--- src/rtl/seven_seg_scan_driver_if.sv ---
// Display-side bus of the seven-segment scan driver: the shadow-load inputs and
// the registered pin outputs, grouped so the driver and its source share one port.
interface seven_seg_scan_driver_if #(
    parameter int NUM_DIGITS = 4
);
    logic [4*NUM_DIGITS-1:0] value;
    logic                    load;
    logic [NUM_DIGITS-1:0]   digit_en;
    logic [NUM_DIGITS-1:0]   dp_in;
    logic [6:0]              seg;
    logic                    dp;
    logic [NUM_DIGITS-1:0]   an;
    logic                    scan_tick;

    modport master (
        output value, load, digit_en, dp_in,
        input  seg, dp, an, scan_tick
    );

    modport slave (
        input  value, load, digit_en, dp_in,
        output seg, dp, an, scan_tick
    );
endinterface

--- src/rtl/seven_seg_scan_driver.sv ---
// Time-multiplexed common-anode seven-segment driver with shadowed hex data.
// Optional macro SEVEN_SEG_LZB_EN enables leading-zero blanking.
module seven_seg_scan_driver #(
    parameter int NUM_DIGITS  = 4,
    parameter int REFRESH_DIV = 50000
) (
    input  logic                   clk,
    input  logic                   reset,
    seven_seg_scan_driver_if.slave bus
);
    localparam int PRE_W = (REFRESH_DIV > 1) ? $clog2(REFRESH_DIV) : 1;
    localparam int IDX_W = (NUM_DIGITS > 1) ? $clog2(NUM_DIGITS) : 1;
    localparam logic [PRE_W-1:0] PRE_LAST = PRE_W'(REFRESH_DIV - 1);
    localparam logic [IDX_W-1:0] IDX_LAST = IDX_W'(NUM_DIGITS - 1);

    generate
        if (NUM_DIGITS < 1 || NUM_DIGITS > 8) begin : g_bad_digits
            $fatal(1, "seven_seg_scan_driver: NUM_DIGITS must be 1..8");
        end
        if (REFRESH_DIV < 1) begin : g_bad_div
            $fatal(1, "seven_seg_scan_driver: REFRESH_DIV must be >= 1");
        end
    endgenerate

    logic [PRE_W-1:0]          prescaler_reg;
    logic [PRE_W-1:0]          prescaler_next;
    logic [IDX_W-1:0]          index_reg;
    logic [IDX_W-1:0]          index_next;
    logic                      wrap;
    logic [4*NUM_DIGITS-1:0]   shadow_value_reg;
    logic [NUM_DIGITS-1:0]     shadow_en_reg;
    logic [NUM_DIGITS-1:0]     shadow_dp_reg;
    logic [6:0]                seg_reg;
    logic [6:0]                seg_next;
    logic                      dp_reg;
    logic                      dp_next;
    logic [NUM_DIGITS-1:0]     an_reg;
    logic [NUM_DIGITS-1:0]     an_next;
    logic                      scan_tick_reg;
    logic [NUM_DIGITS-1:0]     sel;
    logic [NUM_DIGITS-1:0]     lzb_mask;
    logic [NUM_DIGITS-1:0]     eff_en;
    logic [3:0]                nib_masked [NUM_DIGITS];
    logic [3:0]                cur_nib;
    logic                      cur_en;
    logic                      cur_dp;

    function automatic logic [6:0] hex_to_seg(input logic [3:0] nib);
        logic [6:0] s;
        case (nib)
            4'h0:    s = 7'b0000001;
            4'h1:    s = 7'b1001111;
            4'h2:    s = 7'b0010010;
            4'h3:    s = 7'b0000110;
            4'h4:    s = 7'b1001100;
            4'h5:    s = 7'b0100100;
            4'h6:    s = 7'b0100000;
            4'h7:    s = 7'b0001111;
            4'h8:    s = 7'b0000000;
            4'h9:    s = 7'b0000100;
            4'hA:    s = 7'b0001000;
            4'hB:    s = 7'b1100000;
            4'hC:    s = 7'b0110001;
            4'hD:    s = 7'b1000010;
            4'hE:    s = 7'b0110000;
            default: s = 7'b0111000;
        endcase
        return s;
    endfunction

    // Refresh prescaler and digit index
    always_comb begin
        wrap           = (prescaler_reg == PRE_LAST);
        prescaler_next = prescaler_reg + 1'b1;
        index_next     = index_reg;
        if (wrap) begin
            prescaler_next = '0;
            index_next     = (index_reg == IDX_LAST) ? '0 : index_reg + 1'b1;
        end
    end

    // One-hot digit select; the selected nibble is an OR of masked nibbles
    genvar gi;
    generate
        for (gi = 0; gi < NUM_DIGITS; gi++) begin : g_digit
            assign sel[gi]        = (index_reg == IDX_W'(gi));
            assign nib_masked[gi] = shadow_value_reg[4*gi +: 4] & {4{sel[gi]}};
        end
    endgenerate

`ifdef SEVEN_SEG_LZB_EN
    // A digit above 0 is blanked while it and every higher nibble are zero
    always_comb begin
        logic all_zero;
        lzb_mask = '0;
        all_zero = 1'b1;
        for (int i = NUM_DIGITS - 1; i > 0; i--) begin
            all_zero    = all_zero & (shadow_value_reg[4*i +: 4] == 4'h0);
            lzb_mask[i] = all_zero;
        end
    end
`else
    assign lzb_mask = '0;
`endif

    always_comb begin
        cur_nib = '0;
        for (int i = 0; i < NUM_DIGITS; i++) begin
            cur_nib = cur_nib | nib_masked[i];
        end
        eff_en   = shadow_en_reg & ~lzb_mask;
        cur_en   = |(sel & eff_en);
        cur_dp   = |(sel & shadow_dp_reg);
        an_next  = ~(sel & eff_en);
        seg_next = cur_en ? hex_to_seg(cur_nib) : 7'b1111111;
        dp_next  = ~(cur_en & cur_dp);
    end

    always_ff @(posedge clk) begin
        if (reset) begin
            prescaler_reg    <= '0;
            index_reg        <= '0;
            scan_tick_reg    <= 1'b0;
            shadow_value_reg <= '0;
            shadow_en_reg    <= '0;
            shadow_dp_reg    <= '0;
            seg_reg          <= 7'b1111111;
            dp_reg           <= 1'b1;
            an_reg           <= '1;
        end else begin
            prescaler_reg <= prescaler_next;
            index_reg     <= index_next;
            scan_tick_reg <= wrap;
            if (bus.load) begin
                shadow_value_reg <= bus.value;
                shadow_en_reg    <= bus.digit_en;
                shadow_dp_reg    <= bus.dp_in;
            end
            seg_reg <= seg_next;
            dp_reg  <= dp_next;
            an_reg  <= an_next;
        end
    end

    assign bus.seg       = seg_reg;
    assign bus.dp        = dp_reg;
    assign bus.an        = an_reg;
    assign bus.scan_tick = scan_tick_reg;

endmodule

--- src/flat_wrapper.sv ---
// flat-port wrapper written by rule: the top's interface ports become plain ports
module seven_seg_scan_driver_flat 
#(
    parameter int NUM_DIGITS  = 4,
    parameter int REFRESH_DIV = 50000
)
  (clk, reset, bus_value, bus_load, bus_digit_en, bus_dp_in, bus_seg, bus_dp, bus_an, bus_scan_tick);
  seven_seg_scan_driver_if #(.NUM_DIGITS(NUM_DIGITS)) bus_i ();
  input  logic clk;
  input  logic reset;
  input wire logic [$bits(bus_i.value)-1:0] bus_value;
  input wire logic [$bits(bus_i.load)-1:0] bus_load;
  input wire logic [$bits(bus_i.digit_en)-1:0] bus_digit_en;
  input wire logic [$bits(bus_i.dp_in)-1:0] bus_dp_in;
  output wire logic [$bits(bus_i.seg)-1:0] bus_seg;
  output wire logic [$bits(bus_i.dp)-1:0] bus_dp;
  output wire logic [$bits(bus_i.an)-1:0] bus_an;
  output wire logic [$bits(bus_i.scan_tick)-1:0] bus_scan_tick;
  assign bus_i.value = bus_value;
  assign bus_i.load = bus_load;
  assign bus_i.digit_en = bus_digit_en;
  assign bus_i.dp_in = bus_dp_in;
  assign bus_seg = bus_i.seg;
  assign bus_dp = bus_i.dp;
  assign bus_an = bus_i.an;
  assign bus_scan_tick = bus_i.scan_tick;
  seven_seg_scan_driver #(.NUM_DIGITS(NUM_DIGITS), .REFRESH_DIV(REFRESH_DIV)) u_core (.clk(clk), .reset(reset), .bus(bus_i));
endmodule
--- config.mk ---
export PLATFORM = sky130hd
export DESIGN_NAME = seven_seg_scan_driver_flat
export DESIGN_NICKNAME = d
export VERILOG_FILES = /design/src/rtl/seven_seg_scan_driver_if.sv /design/src/rtl/seven_seg_scan_driver.sv /design/src/flat_wrapper.sv
export SDC_FILE = /design/constraint.sdc
export NUM_CORES = 1
export LEC_CHECK = 0
export CORE_AREA = 5 5 106 58
export DETAILED_ROUTE_END_ITERATION = 16
export DIE_AREA = 0 0 111 63
export PLACE_DENSITY = 0.72
export SLEW_MARGIN = 15
export SYNTH_ARGS = -nofsm -noshare
export SYNTH_HDL_FRONTEND = slang
export SYNTH_SLANG_ARGS = --single-unit
--- constraint.sdc ---
create_clock -name clk -period 4.7 [get_ports clk]
set_input_delay 0.94 -clock clk [delete_from_list [all_inputs] [get_ports clk]]
set_output_delay 0.94 -clock clk [all_outputs]
set_load 0.005 [all_outputs]
==> After elaboration in Yosys (flattened, before gate mapping) <==
Memories as Yosys holds them, arrays and structs flattened. A register that Yosys moved wholly into a read port is not among the register bits.
Index checks and enable logic that the tools add are counted.
{ "totals": {"ff_bits": 48, "romBits": 112, "inputBits": 27, "output_inout_bits": 13, "word_cells": 34, "mem_count": 1} }
{ "mem_list": {"columns": ["memory", "depth", "word_bits", "read_ports", "rd_clocked_by_memory_dff", "write_ports", "line_no", "rtl"], "rows": [
  ["(name not given)", 16, 7, 1, 1, 0, "seven_seg_scan_driver.sv:50", "case (nib)"]
]} }
{ "classes": {"addsub": 2, "eq_ne": 4, "muxes": 1, "n_bitwise": 13, "n_reduce_logical": 5} }
{ "op_table": {"columns": ["operator", "n"], "rows": [
  ["AND 4 bit", 6],
  ["adder 16 x 1 -> 16 bit (second input constant)", 1],
  ["equality test 16 bit (second input constant)", 1],
  ["bitwise OR 4 bit", 3],
  ["OR reduction 4 bit", 2],
  ["equality test 2 bit (second input constant)", 2],
  ["inverter 4 bit", 1],
  ["OR reduction 2 bit", 2],
  ["adder 2 x 1 -> 2 bit (second input constant)", 1],
  ["equality test 2 x 1 -> 1 bit (second input constant)", 1],
  ["zero test 2 bit", 1],
  ["two-way mux 2 bit", 1],
  ["inverter 1 bit", 2],
  ["AND 1 bit", 1]
]} }

==> Depth between registers and ports, before layout <==
{ "logic_depth": {"ltp_word": 5, "depth_mapped": 9, "ltp_nobuf": 9} }

==> Worst setup path after synthesis <==
OpenSTA, ideal clock, no wires.
{ "synth_timing": {"path_kind": "input to register", "from": "in bus_load", "to": "reg u_core.shadow_en_reg[3] (netlist: u_core.eff_en[3])", "setup_ns": 0.128, "t_arrival_ns": 1.728, "required_ns": 4.572, "setup_slack_ns": 2.845, "path_stages": 4, "path_buffers": 2, "cell_sequence": "clkbuf_1 -> buf_2 -> mux2i_1 -> nor2_1"} }
{ "synth_rtl": {"columns": ["element", "line_no", "rtl"], "rows": [
  ["start: declaration", "flat_wrapper.sv:12", "input wire logic [$bits(bus_i.load)-1:0] bus_load;"],
  ["end signal: assignment", "seven_seg_scan_driver.sv:136", "shadow_en_reg <= bus.digit_en;"],
  ["end: declaration", "seven_seg_scan_driver.sv:31", "logic [NUM_DIGITS-1:0] shadow_en_reg;"]
]} }

==> Worst setup path in the final report <==
{ "layout_timing": {"from": "in reset", "to": "reg u_core.seg_reg[4] (netlist: u_core.bus.seg[4])"} }
{ "layout_between": {"elab_chain_len": 1} }
{ "layout_rtl": {"columns": ["element", "line_no", "rtl"], "rows": [
  ["start: declaration", "flat_wrapper.sv:10", "input logic reset;"],
  ["OR reduction 2 bit (no source line)", null, null],
  ["end: declaration", "seven_seg_scan_driver.sv:33", "logic [6:0] seg_reg;"]
]} }
No other way between the ends.
A chain may end at the register's enable or synchronous reset.

==> results by stage <==
Outcome:
- The run finished with clean final reports.

Timing:
- Static timing analysis puts the maximum clock frequency at 348 MHz.
- Setup violations remaining at the end of the flow were counted as 0.
- The number of hold violations in the final report is 0.
- The worst-case setup margin in the final layout is 1.83 ns.
- The smallest clock period supported by the final layout is computed as approximately 2.9 ns.
- The post-route clock skew is 0.00889 ns.
- In this run the tightest slew margin relative to its limit is 0.274.
- The post-route clock period utilization is 0.611.
- For the final routed database, the setup TNS stands at 0 ns.
- For the pin with the worst max-slew slack, the measured transition is 1.09 ns.
- The number of slew-limit violations in the final report came to 0.
- Setup repair after global routing left no endpoint under its margin.

Routing:
- The number of vias per cell is 5.14.
- The first detailed-routing pass ran for 5 iterations.
- The routed layout has 1855 vias.
- Once detail routing completed, the nets flagged for antenna violations numbered 0.
- For this block, the initial DRC count from the detailed router was around 120.
- The routed wire length per instance is around 14 um.
- The routed design has 5230 um of wire.
- The final routed DRC violation total is 0.

Clocking:
- The buffer cell driving the clock tree root is sky130_fd_sc_hd__clkbuf_8.
- The count of H-tree levels built during CTS is 2.
- The clock latency reported for the late side of the worst-skew pair is ~0.30 ns.
- Buffers inserted during clock tree synthesis total 5.
- The number of setup buffers added after CTS is 0.
- The clock passes through at most 2 buffers.
- The TritonCTS clock tree is built.
- The clock sink count is 55.
- After clock tree synthesis, the clock-pin slew on the worst setup and hold paths is 0.09 ns.
- In this run, post-CTS hold repair placed 0 buffers.
- The post-cts repair resize count is 0.

Setup path:
- The count of buffering cells on the critical path with inverters included is 1.
- In this design, the largest share of critical-path delay is due to compound AO/OA/AOI/OAI gates.
- The arrival time at the worst endpoint is 3.01 ns.
- Traced cell by cell, the critical path runs through clkdlybuf4s50_1, a41oi_1, o221ai_1.
- The kind of capture point of the worst setup path is a register.
- The biggest fanout along the worst timing path is 32.
- On the critical path, the stage with the largest delay is an instance of sky130_fd_sc_hd__clkdlybuf4s50_1.
- The category of the most critical setup path is input port to register.
- The startpoint class of the critical path is an input port.
- STA puts the critical path data required time at 4.85 ns.
- The stage delay of the slowest cell on the critical path is 0.97 ns.

Synthesis:
- The most used flip-flop cell after synthesis is sky130_fd_sc_hd__dfxtp_1.
- Counting every net in the synthesized netlist gives roughly 290.
- Ranked by instance count, the synthesized netlist is headed by sky130_fd_sc_hd__dfxtp_1, sky130_fd_sc_hd__nor2_1, sky130_fd_sc_hd__mux2i_1.
- For this run, asynchronously set or reset flops after synthesis account for 0.
- The synthesized design contains 0 enable-type register cells.
- Yosys instantiated no cell more often than sky130_fd_sc_hd__dfxtp_1.
- The synthesized netlist contains 36 unique library cells.
- Of all cell types, the one taking the most synthesized area is sky130_fd_sc_hd__dfxtp_1.
- In this run the cell area of the synthesized design comes to 0.00239 mm^2.
- The synthesized flop and latch total is 55.
- During synthesis, Yosys emitted a total of 0 warnings.
- Of the synthesized area, sequential elements account for 0.460.
- The average instance area after synthesis is between 9 and 10 um^2.
- The area share of the leading cell type in the synthesized netlist is 0.460.
- In the synthesized netlist, the number of instances is 251.
- Sorting the synthesized cells by area gives the leading types as sky130_fd_sc_hd__dfxtp_1, sky130_fd_sc_hd__mux2i_1, sky130_fd_sc_hd__nor2_1.

Global route:
- The number of antenna violations at the first check in global routing is 0.
- The number of global-route vias before repair is between 1500 and 2000.
- The pin count of the biggest net entering global routing is 33.
- met1 is the most crowded layer.
- In the global route stage, met3 resource usage came out at 0.0455.
- The remaining global-route overflow is 0.
- The first-pass GRT wire length is 8570 um.
- The met2 usage in global routing is 0.177.
- The met1 track demand over resource is 0.254.
- In the global route stage, overall resource usage came out at 0.153.

Die:
- The area of the core is around 0.0052 mm^2.
- The floorplan has 19 rows.
- The floorplan step defined a die boundary enclosing 0.00699 mm^2.
- The initial core utilization is 0.459.
- 40 I/O pins were placed.
- From bottom edge to top edge, the die measures 63 um.
- The floorplan die width is ~110 um.

Placement:
- In this run the tool buffered the top-level ports with 39 buffer cells.
- The congestion estimate from routability-driven global placement came to 0.854.
- The half-perimeter wire length after placement is 3910 um.
- The worst slack at placement is 1.46 ns.
- The number of placed instances, taps included, is 354.

Job:
- Across the run, the number of max-cap violations was 0.

Final layout:
- The multi-input combinational cells in the finished layout cover a total of between 0.001 and 0.0015 mm^2.
- The signed area change from the synthesized netlist to the final layout is 22.3%.
- After the last flow step, the layout net total stands at 326.
- The layout has 474 filler cells.
- The share of final-layout standard cells stronger than drive strength 1 is 0.0486.
- Leaving out filler cells and counting taps, the final layout contains 361.
- Registers take 0.00110 mm^2.
- The repair_antennas step left the layout with diodes totalling 0.

Power and ir drop:
- For this design the ratio of total power to cell area is approximately 290 mW/mm^2.
- In this run the static leakage power is around 1.2 nW.
- The peak ir drop on the vdd network is 0.144 mV.

Worst hold path:
- In this run the worst hold path is classified as register to register.
[per-layer routing]
| metal | vias to the layer above | routed length (um) |
|---|---|---|
| met4 | 0 | 55 |
| met1 | 834 | 2900 |
| li1 | 941 | - |
| met3 | 7 | 374 |
| met2 | 73 | 1900 |
| met5 | - | 0 |
[worst register-to-register path, stage by stage, from the launching register on]
cell and delay (ns):
sky130_fd_sc_hd__dfxtp_1 0.39, sky130_fd_sc_hd__inv_1 0.09, sky130_fd_sc_hd__ha_1 0.31, sky130_fd_sc_hd__a22oi_1 0.21
sky130_fd_sc_hd__and2_1 0.34, sky130_fd_sc_hd__inv_1 0.15, sky130_fd_sc_hd__ha_1 0.30, sky130_fd_sc_hd__nor3_1 0.28
sky130_fd_sc_hd__o31ai_1 0.10
[where the power goes]
group	switching [W]	internal, W
logic	0.0000408	0.0000482
clock network	0.000143	0.000116
registers	0.00000982	0.000483
total	0.000193	0.000647
[metrics by stage]
stage	util	instance area, um^2	hold slack (ns)	total power (W)
floorplan	-	2390	0.418	0.000552
global placement	0.545	2840	0.429	0.000590
detailed placement	0.545	2840	0.443	0.000592
CTS	0.562	2920	0.463	0.000852
global route	0.562	2920	0.486	0.000886
finish	0.562	2920	0.462	0.000840
[cells in the final DEF, fill, tap and decap left out, drive strengths merged]
cell / synthesis / layout
and2: 2 / 2
clkdlybuf4s50: 0 / 39
nand4b: 1 / 1
xnor2: 11 / 11
nand3: 7 / 7
clkinv: 0 / 1
or2: 4 / 4
o221ai: 4 / 4
nor4b: 1 / 1
o31ai: 1 / 1
a41oi: 1 / 1
nor4: 3 / 3
o2bb2ai: 1 / 1
nor4bb: 2 / 2
or3: 2 / 2
inv: 8 / 8
nor3: 7 / 7
buf: 5 / 1
nor2: 45 / 45
a21oi: 1 / 1
ha: 11 / 11
nand4: 3 / 3
o21ai: 4 / 4
clkbuf: 5 / 6
a2bb2o: 1 / 1
a211oi: 1 / 1
a22o: 2 / 2
nand2: 18 / 18
xor2: 2 / 2
mux2i: 28 / 28
o211ai: 1 / 1
o211a: 1 / 1
a22oi: 10 / 10
and3: 2 / 2
dfxtp: 55 / 55
nand2b: 1 / 1
[worst paths after layout]
path	endpoint	slack (ns)	depth (start not counted)	start
hold / removal	u_core.prescaler_reg[0]	0.46	1	u_core.prescaler_reg[0]
setup / recovery	u_core.bus.seg[4]	1.83	3	reset
hold reg to reg	u_core.prescaler_reg[0]	0.46	1	u_core.prescaler_reg[0]
setup reg to reg	u_core.bus.seg[6]	2.39	8	u_core.index_reg[0]
[cells by family after synthesis]
kind of cell	after synthesis	synth area share
AO/OA/AOI/OAI	28	0.0890
flip-flops	55	0.460
adder cells (fa/ha/maj)	11	0.0576
XOR/XNOR	13	0.0476
AND/OR/NAND/NOR	98	0.197
multiplexers	28	0.117
buffers and inverters	18	0.0309
[area by class of cell]
type / count / share of cell area
clock buffer: 6 / 0.0282
clock inverter: 1 / 0.00171
inverter: 8 / 0.0103
multi-input combinational: 178 / 0.416
sequential: 55 / 0.377
tap: 73 / 0.0312
timing repair buffer: 40 / 0.136
Note: power is estimated with default switching activity, not from simulation.
